[config.mk]
export PLATFORM = sky130hd
export DESIGN_NAME = servo_move_sequencer
export DESIGN_NICKNAME = d
export VERILOG_FILES = /design/src/rtl/servo_pkg.sv /design/src/rtl/servo_move_fifo.sv /design/src/rtl/servo_move_sequencer.sv
export SDC_FILE = /design/constraint.sdc
export NUM_CORES = 1
export LEC_CHECK = 0
export BUFFER_PORTS_ARGS = -buffer_cell sky130_fd_sc_hd__buf_4
export CORE_MARGIN = 2
export CORE_UTILIZATION = 54
export DETAILED_ROUTE_END_ITERATION = 12
export GPL_ROUTABILITY_DRIVEN = 0
export PLACE_DENSITY = 0.71
export SKIP_CTS_REPAIR_TIMING = 1
export SYNTH_ARGS = -nofsm -noshare
export SYNTH_HDL_FRONTEND = slang
export SYNTH_SLANG_ARGS = --single-unit
[constraint.sdc]
create_clock -name PCLK -period 4.15 [get_ports PCLK]
set_clock_uncertainty 0.05 [all_clocks]
set_input_delay 0.2075 -clock PCLK [delete_from_list [all_inputs] [get_ports PCLK]]
set_output_delay 0.2075 -clock PCLK [all_outputs]
set_load 0.01 [all_outputs]
[src/rtl/servo_pkg.sv]
// Shared definitions for the servo move sequencer.
// Contents: direction encodings, default PWM period, move-record layout
// ({dir[1:0], periods[COUNT_W-1:0]}, direction in the MSBs), FSM state type.
package servo_pkg;

    localparam int unsigned DIR_W              = 2;
    localparam int unsigned DEFAULT_PWM_PERIOD = 2000000;

    localparam logic [DIR_W-1:0] DIR_NEUTRAL = 2'b00;
    localparam logic [DIR_W-1:0] DIR_FWD     = 2'b01;
    localparam logic [DIR_W-1:0] DIR_REV     = 2'b10;

    typedef enum logic {
        ST_IDLE = 1'b0,
        ST_RUN  = 1'b1
    } state_e;

    // The unused code 11 behaves as neutral.
    function automatic logic [DIR_W-1:0] norm_dir(input logic [DIR_W-1:0] dir);
        return (dir == 2'b11) ? DIR_NEUTRAL : dir;
    endfunction

endpackage

[src/rtl/servo_move_fifo.sv]
// Synchronous move queue with push, pop, flush and occupancy status.
// Ports:
//   clk, rst     - clock, synchronous active-high reset
//   push, din    - enqueue din; accepted when not full, or when popping at the same time
//   pop          - dequeue the head entry (ignored when empty)
//   flush        - drop every queued entry
//   head         - current head entry (valid while not empty)
//   level        - number of queued entries
//   full, empty  - occupancy status
module servo_move_fifo #(
    parameter int unsigned DEPTH = 8,
    parameter int unsigned WIDTH = 18
) (
    input  logic                     clk,
    input  logic                     rst,
    input  logic                     push,
    input  logic                     pop,
    input  logic                     flush,
    input  logic [WIDTH-1:0]         din,
    output logic [WIDTH-1:0]         head,
    output logic [$clog2(DEPTH):0]   level,
    output logic                     full,
    output logic                     empty
);

    localparam int unsigned PTR_W = $clog2(DEPTH);
    localparam int unsigned LVL_W = PTR_W + 1;

    logic [WIDTH-1:0] mem [DEPTH];
    logic [PTR_W-1:0] wr_ptr;
    logic [PTR_W-1:0] rd_ptr;
    logic             do_push;
    logic             do_pop;

    assign full    = (level == LVL_W'(DEPTH));
    assign empty   = (level == '0);
    assign do_pop  = pop && !empty;
    assign do_push = push && (!full || do_pop);
    assign head    = mem[rd_ptr];

    // Pointer and occupancy bookkeeping; pointers wrap naturally (DEPTH is a power of 2).
    always_ff @(posedge clk) begin
        if (rst || flush) begin
            wr_ptr <= '0;
            rd_ptr <= '0;
            level  <= '0;
        end else begin
            if (do_push) wr_ptr <= wr_ptr + PTR_W'(1);
            if (do_pop)  rd_ptr <= rd_ptr + PTR_W'(1);
            level <= level + LVL_W'(do_push) - LVL_W'(do_pop);
        end
    end

    // Storage array, no reset needed.
    always_ff @(posedge clk) begin
        if (do_push && !flush && !rst) mem[wr_ptr] <= din;
    end

endmodule

[src/rtl/servo_move_sequencer.sv]
// Queues timed servo moves and replays them as one-cycle command strobes
// to a tracking-servo channel, with limit-switch kill handling.
// Ports:
//   PCLK, PRESET              - clock, synchronous active-high reset
//   push, push_dir, push_periods - enqueue a move (direction, duration in PWM periods)
//   abort                     - flush queue and go neutral
//   clear_flags               - clear overflow / limit_hit
//   stop_y                    - async active-low limits: [1] blocks reverse, [0] blocks forward
//   cmd_neutral/forward/reverse - one-cycle command strobes
//   busy                      - a move is running
//   fifo_level/full/empty     - queue status
//   remaining                 - periods left in the current move
//   overflow, limit_hit       - sticky flags
module servo_move_sequencer
    import servo_pkg::*;
#(
    parameter int unsigned PWM_PERIOD = DEFAULT_PWM_PERIOD,
    parameter int unsigned FIFO_DEPTH = 8,
    parameter int unsigned COUNT_W    = 16
) (
    input  logic                        PCLK,
    input  logic                        PRESET,
    input  logic                        push,
    input  logic [1:0]                  push_dir,
    input  logic [COUNT_W-1:0]          push_periods,
    input  logic                        abort,
    input  logic                        clear_flags,
    input  logic [1:0]                  stop_y,
    output logic                        cmd_neutral,
    output logic                        cmd_forward,
    output logic                        cmd_reverse,
    output logic                        busy,
    output logic [$clog2(FIFO_DEPTH):0] fifo_level,
    output logic                        fifo_full,
    output logic                        fifo_empty,
    output logic [COUNT_W-1:0]          remaining,
    output logic                        overflow,
    output logic                        limit_hit
);

    localparam int unsigned TIMER_W = (PWM_PERIOD > 1) ? $clog2(PWM_PERIOD) : 1;
    localparam int unsigned MOVE_W  = DIR_W + COUNT_W;
    localparam logic [TIMER_W-1:0] TIMER_LAST = TIMER_W'(PWM_PERIOD - 1);

    logic [TIMER_W-1:0] timer;
    logic [1:0]         sync_a;
    logic [1:0]         sync_b;
    state_e             state;
    logic [DIR_W-1:0]   cur_dir;

    logic [MOVE_W-1:0]  push_move;
    logic [MOVE_W-1:0]  head_move;
    logic [DIR_W-1:0]   head_dir;
    logic [COUNT_W-1:0] head_periods;

    logic tick;
    logic trip;
    logic flush;
    logic pop;
    logic start;
    logic fifo_push;
    logic overflow_set;

    assign push_move    = {push_dir, push_periods};
    assign head_dir     = norm_dir(head_move[MOVE_W-1 -: DIR_W]);
    assign head_periods = head_move[COUNT_W-1:0];

    assign tick  = (timer == TIMER_LAST);
    // Only the limit on the side the current move is heading towards matters.
    assign trip  = (state == ST_RUN) &&
                   (((cur_dir == DIR_FWD) && !sync_b[0]) ||
                    ((cur_dir == DIR_REV) && !sync_b[1]));
    assign flush = abort || trip;

    // Head is consumed at a tick when idle or when the current move is on its last period.
    assign pop   = tick && !flush && !fifo_empty &&
                   ((state == ST_IDLE) || (remaining == COUNT_W'(1)));
    // Zero-period moves are consumed without starting anything.
    assign start = pop && (head_periods != '0);

    assign fifo_push    = push && !flush;
    assign overflow_set = fifo_push && fifo_full && !pop;

    assign busy = (state == ST_RUN);

    servo_move_fifo #(
        .DEPTH (FIFO_DEPTH),
        .WIDTH (MOVE_W)
    ) u_fifo (
        .clk   (PCLK),
        .rst   (PRESET),
        .push  (fifo_push),
        .pop   (pop),
        .flush (flush),
        .din   (push_move),
        .head  (head_move),
        .level (fifo_level),
        .full  (fifo_full),
        .empty (fifo_empty)
    );

    // Period timer, limit synchroniser, move FSM, strobes and sticky flags.
    always_ff @(posedge PCLK) begin
        if (PRESET) begin
            timer       <= '0;
            sync_a      <= 2'b11;
            sync_b      <= 2'b11;
            state       <= ST_IDLE;
            cur_dir     <= DIR_NEUTRAL;
            remaining   <= '0;
            cmd_neutral <= 1'b0;
            cmd_forward <= 1'b0;
            cmd_reverse <= 1'b0;
            overflow    <= 1'b0;
            limit_hit   <= 1'b0;
        end else begin
            timer  <= tick ? '0 : timer + TIMER_W'(1);
            sync_a <= stop_y;
            sync_b <= sync_a;

            cmd_neutral <= 1'b0;
            cmd_forward <= 1'b0;
            cmd_reverse <= 1'b0;

            if (flush) begin
                cmd_neutral <= 1'b1;
                remaining   <= '0;
                state       <= ST_IDLE;
                cur_dir     <= DIR_NEUTRAL;
            end else if (start) begin
                // New move, possibly back-to-back with the previous one.
                remaining <= head_periods;
                cur_dir   <= head_dir;
                state     <= ST_RUN;
                case (head_dir)
                    DIR_FWD: cmd_forward <= 1'b1;
                    DIR_REV: cmd_reverse <= 1'b1;
                    default: cmd_neutral <= 1'b1;
                endcase
            end else if (tick && (state == ST_RUN)) begin
                if (remaining > COUNT_W'(1)) begin
                    remaining <= remaining - COUNT_W'(1);
                end else begin
                    cmd_neutral <= 1'b1;
                    remaining   <= '0;
                    state       <= ST_IDLE;
                    cur_dir     <= DIR_NEUTRAL;
                end
            end

            // Set wins over clear.
            if (overflow_set)      overflow <= 1'b1;
            else if (clear_flags)  overflow <= 1'b0;

            if (trip && !abort)    limit_hit <= 1'b1;
            else if (clear_flags)  limit_hit <= 1'b0;
        end
    end

endmodule
Yosys cells after proc, flatten, opt, wreduce, memory -nomap -nowiden

Memory sizes are Yosys's and may differ from the RTL's. A register that Yosys moved wholly into a read port is not among the register bits.
Index checks and enable logic that the tools add are counted.
Widths: inputs -> output; s select.

Add/subtract/negate cells: 6
Magnitude comparators: 1
Eq/ne operators: 9
Mux-type cells: 24
Bitwise logic cells: 2
Reductions and logical operators: 39

Operators by type and width:

| cell                  | count |
|---|---|
| $mux 16               | 3 |
| $add 21x1->21 const B | 1 |
| $eq 21x21->1 const B  | 1 |
| $eq 16x1->1 const B   | 1 |
| $gt 16x1->1 const B   | 1 |
| $logic_and 1x1->1     | 16 |
| $reduce_bool 16->1    | 1 |
| $sub 16x1->16 const B | 1 |
| $mux 1                | 15 |
| $logic_not 1->1       | 8 |
| $mux 2                | 4 |
| $add 3x1->3 const B   | 2 |
| $eq 2x2->1 const B    | 3 |
| $mux 3                | 2 |
| $reduce_bool 2->1     | 3 |
| $reduce_or 2->1       | 3 |
| $logic_or 1x1->1      | 5 |
| $add 4x1->4           | 1 |
| $eq 2x1->1 const B    | 2 |
| $eq 4x4->1 const B    | 1 |
| $logic_not 4->1       | 1 |
| $sub 4x1->4           | 1 |
| $reduce_or 3->1       | 1 |
| $ne 2x2->1 const B    | 1 |
| 2 further kinds       | 3 |

Register bits after elaboration: 59
Memory bits (writable): 144
Output and inout port bits: 28
Memories: 1

Memories:

| name       | words | bits a word | rd ports | clocked after memory_dff | wr ports | line                  | source |
|---|---|---|---|---|---|---|---|
| u_fifo.mem | 8     | 18          | 1        | 1                        | 1        | servo_move_fifo.sv:29 | `logic [WIDTH-1:0] mem [DEPTH];` |

Longest topological paths before layout

Word-level depth: 16
Gate-level depth with buffers: 12
Gate-level depth less buffers: 12

Hierarchy

Synthesis repeated with hierarchy kept, for this count alone.

Cell total of the unflattened synthesis: 601
Area, all modules: 8836.0 µm²

By module, submodules not included:

| module               | instances | cells each | area an instance (µm²) | seq. area each (µm²) |
|---|---|---|---|---|
| servo_move_fifo      | 1         | 290        | 6251.0                 | 4584.4 |
| servo_move_sequencer | 1         | 311        | 2585.0                 | 980.9 |

Least setup slack after synthesis

No wires, ideal clock.

Path kind: register to register
Start: reg remaining[2]
End: mem u_fifo.mem[3][0], enable pin
Setup time: 0.439 ns
Data arrival time: 3.876 ns
Data required time: 3.661 ns
Setup slack: -0.215 ns
Stages on the path, launching flop included: 7
Buffers on the path: 0
Clock period less this slack: 4.365 ns
Cells stage by stage: dfxtp_1 > or4_4 > nor4_4 > a31oi_2 > nor4_4 > o211ai_2 > nor4_1

Word-level cells in the longest chain between the ends: 10

RTL lines:

| what                           | line                        | source |
|---|---|---|
| start, declared                | servo_move_sequencer.sv:36  | `output logic [COUNT_W-1:0] remaining,` |
| start signal, assigned         | servo_move_sequencer.sv:132 | `remaining <= head_periods;` |
| start signal, assigned         | servo_move_sequencer.sv:142 | `remaining <= remaining - COUNT_W'(1);` |
| $eq 16x1->1                    | servo_move_sequencer.sv:77  | `((state == ST_IDLE) \|\| (remaining == COUNT_W'(1)));` |
| $logic_or 1x1->1               | servo_move_sequencer.sv:77  |  |
| $logic_and 1x1->1              | servo_move_sequencer.sv:76  | `assign pop = tick && !flush && !fifo_empty &&` |
| $logic_and 1x1->1              | servo_move_fifo.sv:37       | `assign do_pop = pop && !empty;` |
| $logic_or 1x1->1               | servo_move_fifo.sv:38       | `assign do_push = push && (!full \|\| do_pop);` |
| $logic_and 1x1->1              | servo_move_fifo.sv:38       |  |
| $logic_and 1x1->1 (2 in a row) | servo_move_fifo.sv:56       | `if (do_push && !flush && !rst) mem[wr_ptr] <= din;` |
| $mux 1                         | servo_move_fifo.sv:56       |  |
| $mux 1 (not written as such)   | servo_move_fifo.sv:56       |  |
| end, declared                  | servo_move_fifo.sv:29       |  |

No other way between the ends.

Worst setup path after layout

Start: reg remaining[9]
End: mem u_fifo.mem[5][12], enable pin

Same word-level chain as after synthesis.

==> out/results.ini <==
[outcome]
status=complete, but fails checks
violations=hold timing

[logic_synthesis]
syn-cell-area_mm2=0.00861
synth_ff_type=edfxtp_1
synth-seq-area-share_pct=64.7
synth.area.mux_share_pct=12.6
synth.top_cells.by_count=144 x edfxtp_1, 62 x dfxtp_1, 56 x nor2_1
synth_compound_area_share_pct=4.49
synth_cell_types=58
syn_avg_cell_area_um2=14.7
synth_top_family_by_area=multiplexers
synth_fa_ha_area_share_pct=2.41
synthCells=587
synth-seq-cells=206
synth_top_area_cell=edfxtp_1
yosysWarnings=0
ys_top_cells_by_area=edfxtp_1 50%, dfxtp_1 14%, mux4_2 8.9%, mux2i_1 3.1%, nor2_1 2.4%
synth-simple-area-share_pct=10.9
syn_nets=628
synthArstFlopShare_pct=0
yosysTopAreaCellShare_pct=50.2
synth-xor-area-share_pct=2.85
synth_edf_count=144
synth.most_common_cell=edfxtp_1

[clock_network]
htree_num_levels=1
clkLatencyLatePin_ns=0.51
cts.sink_count=206
cts_buffers=22
clockRootBuffer=clkbuf_16
cts_buffer_depth=3
clk_pin_slew_ns=0.06
cts_tree=built

[worst_setup_path]
rr_endpoint=u_fifo.mem[5][12]
cp_cell_sequence=nor4_1 > nor4b_2 > a31oi_2 > nor4_4 > buf_4 > o211ai_2 > or3b_1 > nor3b_2 > buf_4
crit_path_start=remaining[9]
r2r_cells=9
critPathBufInv=2
path_depth=9
r2r_start=remaining[9]
required_ns=4.28
path_max_fanout=18
crit_slowest_cell=nor4_1
critPathKind=flip-flop to flip-flop
slowest_delay_ns=0.62
cp-end-kind=flip-flop
r2r_slack_ns=0.40
worstSetupEndpoint=u_fifo.mem[5][12]
crit_path_frequent_cell=buf_4
crit_family=simple AND/OR/NAND/NOR gates
worstSetupStartpointType=flip-flop
crit_arrival_ns=3.88

[routing]
drt-met1-wl_mm=7.64
drt_iter0_markers=532
wl_met2_mm=9.10
via_count=5120
wl_met3_um=863
ant_nets=0
via_per_inst=5.65
drc_errors=0
wire_per_inst_um=19.7
wl_mm=17.9
routed.top_layer=met4
first_pass_iters=5

[floorplan]
rows=46
die_w_um=130
fp.dieArea_mm2=0.0170
initial_core_util_pct=54.8
die_h_um=130
core_mm2=0.0157
io_pins=53

[layout]
antenna_cells=0
multiInputGateArea_mm2=0.00289
synthToLayoutAreaGrowth_pct=19.2
stdcell_area_mm2=0.0103
seqCellArea_mm2=0.00557
drive_gt1_share_pct=23.5
nFillCells=1118
layout.nets=715

[placement]
dp_hpwl_mm=11.5
postPlaceCellArea_mm2=0.00930
port_buffers=52

[sta]
min_period_over_period_pct=90.3
hold_viol=2
min_period_ns=3.75
hold_slack_ns=-0.00986
setup_violations=0
final_max_slew_viol_count=0
slew_headroom_pct=33.6
grt_setup_unrepaired=no
tightest_slew_ns=0.996
max_freq_ghz=0.267

[power_and_ir_drop]
power_density_mw_per_mm2=419
peakVddDrop_mv=0.361
leakagePower_nw=3.55

[grt]
grt_first_pass_wirelength_mm=27.5
grt_pass1_vias=5159
gr-total-overflow=0
grt_max_degree=39
grt_usage_pct=21.4
antenna_found_initial=0

[min_path]
hold_class=primary input to flip-flop

[run]
maxCapViolCount=0

-- per-stage QoR --
step	TNS, ns	cells	utilization [%]	setup WS (ns)	total power [mW]
detailed placement	0	844	59.2	0.461	2.35
CTS	0	884	63.9	0.453	4.31
global route	0	906	65.3	0.225	4.41
finish	0	906	65.3	0.403	4.29
floorplan	-3.88	587	-	-0.215	2.29
global placement	0	844	59.2	0.717	2.34
-- per-layer routing --
metal	up-vias	global-route usage, %
met3	25	3.20
met2	146	36.9
met4	0	5.69
met1	2551	28.6
met5	-	0
li1	2398	-
-- flip-flops by register name, indices dropped and copies added, names as in the netlist, 2 cells and up, named ones only --
signal         cells
u_fifo.rd_ptr      3
remaining         16
u_fifo.level       4
timer             21
sync_a             2
cur_dir            2
sync_b             2
u_fifo.wr_ptr      3
u_fifo.mem       144
-- tightest hold or removal path, stage by stage --
cell and delay [ns]:
buf_4 0.11, inv_1 0.06, a32oi_1 0.05, nor2_1 0.07
-- final cells by class --
| cell class | instances | area share, % |
|---|---|---|
| flip-flops and latches | 206 | 54.3 |
| multi-input cells | 338 | 28.1 |
| repair buffers | 88 | 7.10 |
| inverters | 18 | 0.659 |
| well taps | 216 | 2.63 |
| clock inverters | 16 | 1.68 |
| clock buffers | 24 | 5.54 |
-- layout by cell type (no fill, tap or decap), types with 9 or more instances in the layout --
master	n
buf_4	65
mux4_2	34
ha_1	15
inv_1	18
nand3_1	14
nand2_1	26
clkbuf_16	22
xor2_1	20
mux2i_1	27
nand4_1	11
dfxtp_1	61
a21oi_1	15
o21ai_0	9
dlygate4sd3_1	22
nor2_1	56
edfxtp_1	144
-- kinds of logic (layout without fill, tap and decap cells) --
family,count (synthesis),in the layout
compound gates,57,57
xor+xnor,28,28
fa+ha+maj,16,16
buf+inv,43,146
flops,206,206
mux,65,65
simple gates,172,172
-- how the worst min path moves through the flow --
stage | end | slack, ns | cells after the start | startpoint
2_1_floorplan | u_fifo.mem[0][0] | 0.26 | 0 | push_periods[0]
3_3_place_gp | sync_a[0] | 0.35 | 2 | stop_y[0]
3_5_place_dp | sync_b[0] | 0.35 | 1 | sync_a[0]
4_1_cts | sync_a[0] | -0.16 | 2 | stop_y[0]
5_1_grt | limit_hit | 0.03 | 4 | abort
6_report | overflow | -0.01 | 4 | clear_flags
-- power breakdown --
part / internal (mW) / switching (mW)
clock: 1.18 / 0.794
combinational: 0.0468 / 0.0575
sequential: 2.21 / 0.00658
Power figures use the tool's default switching activity.
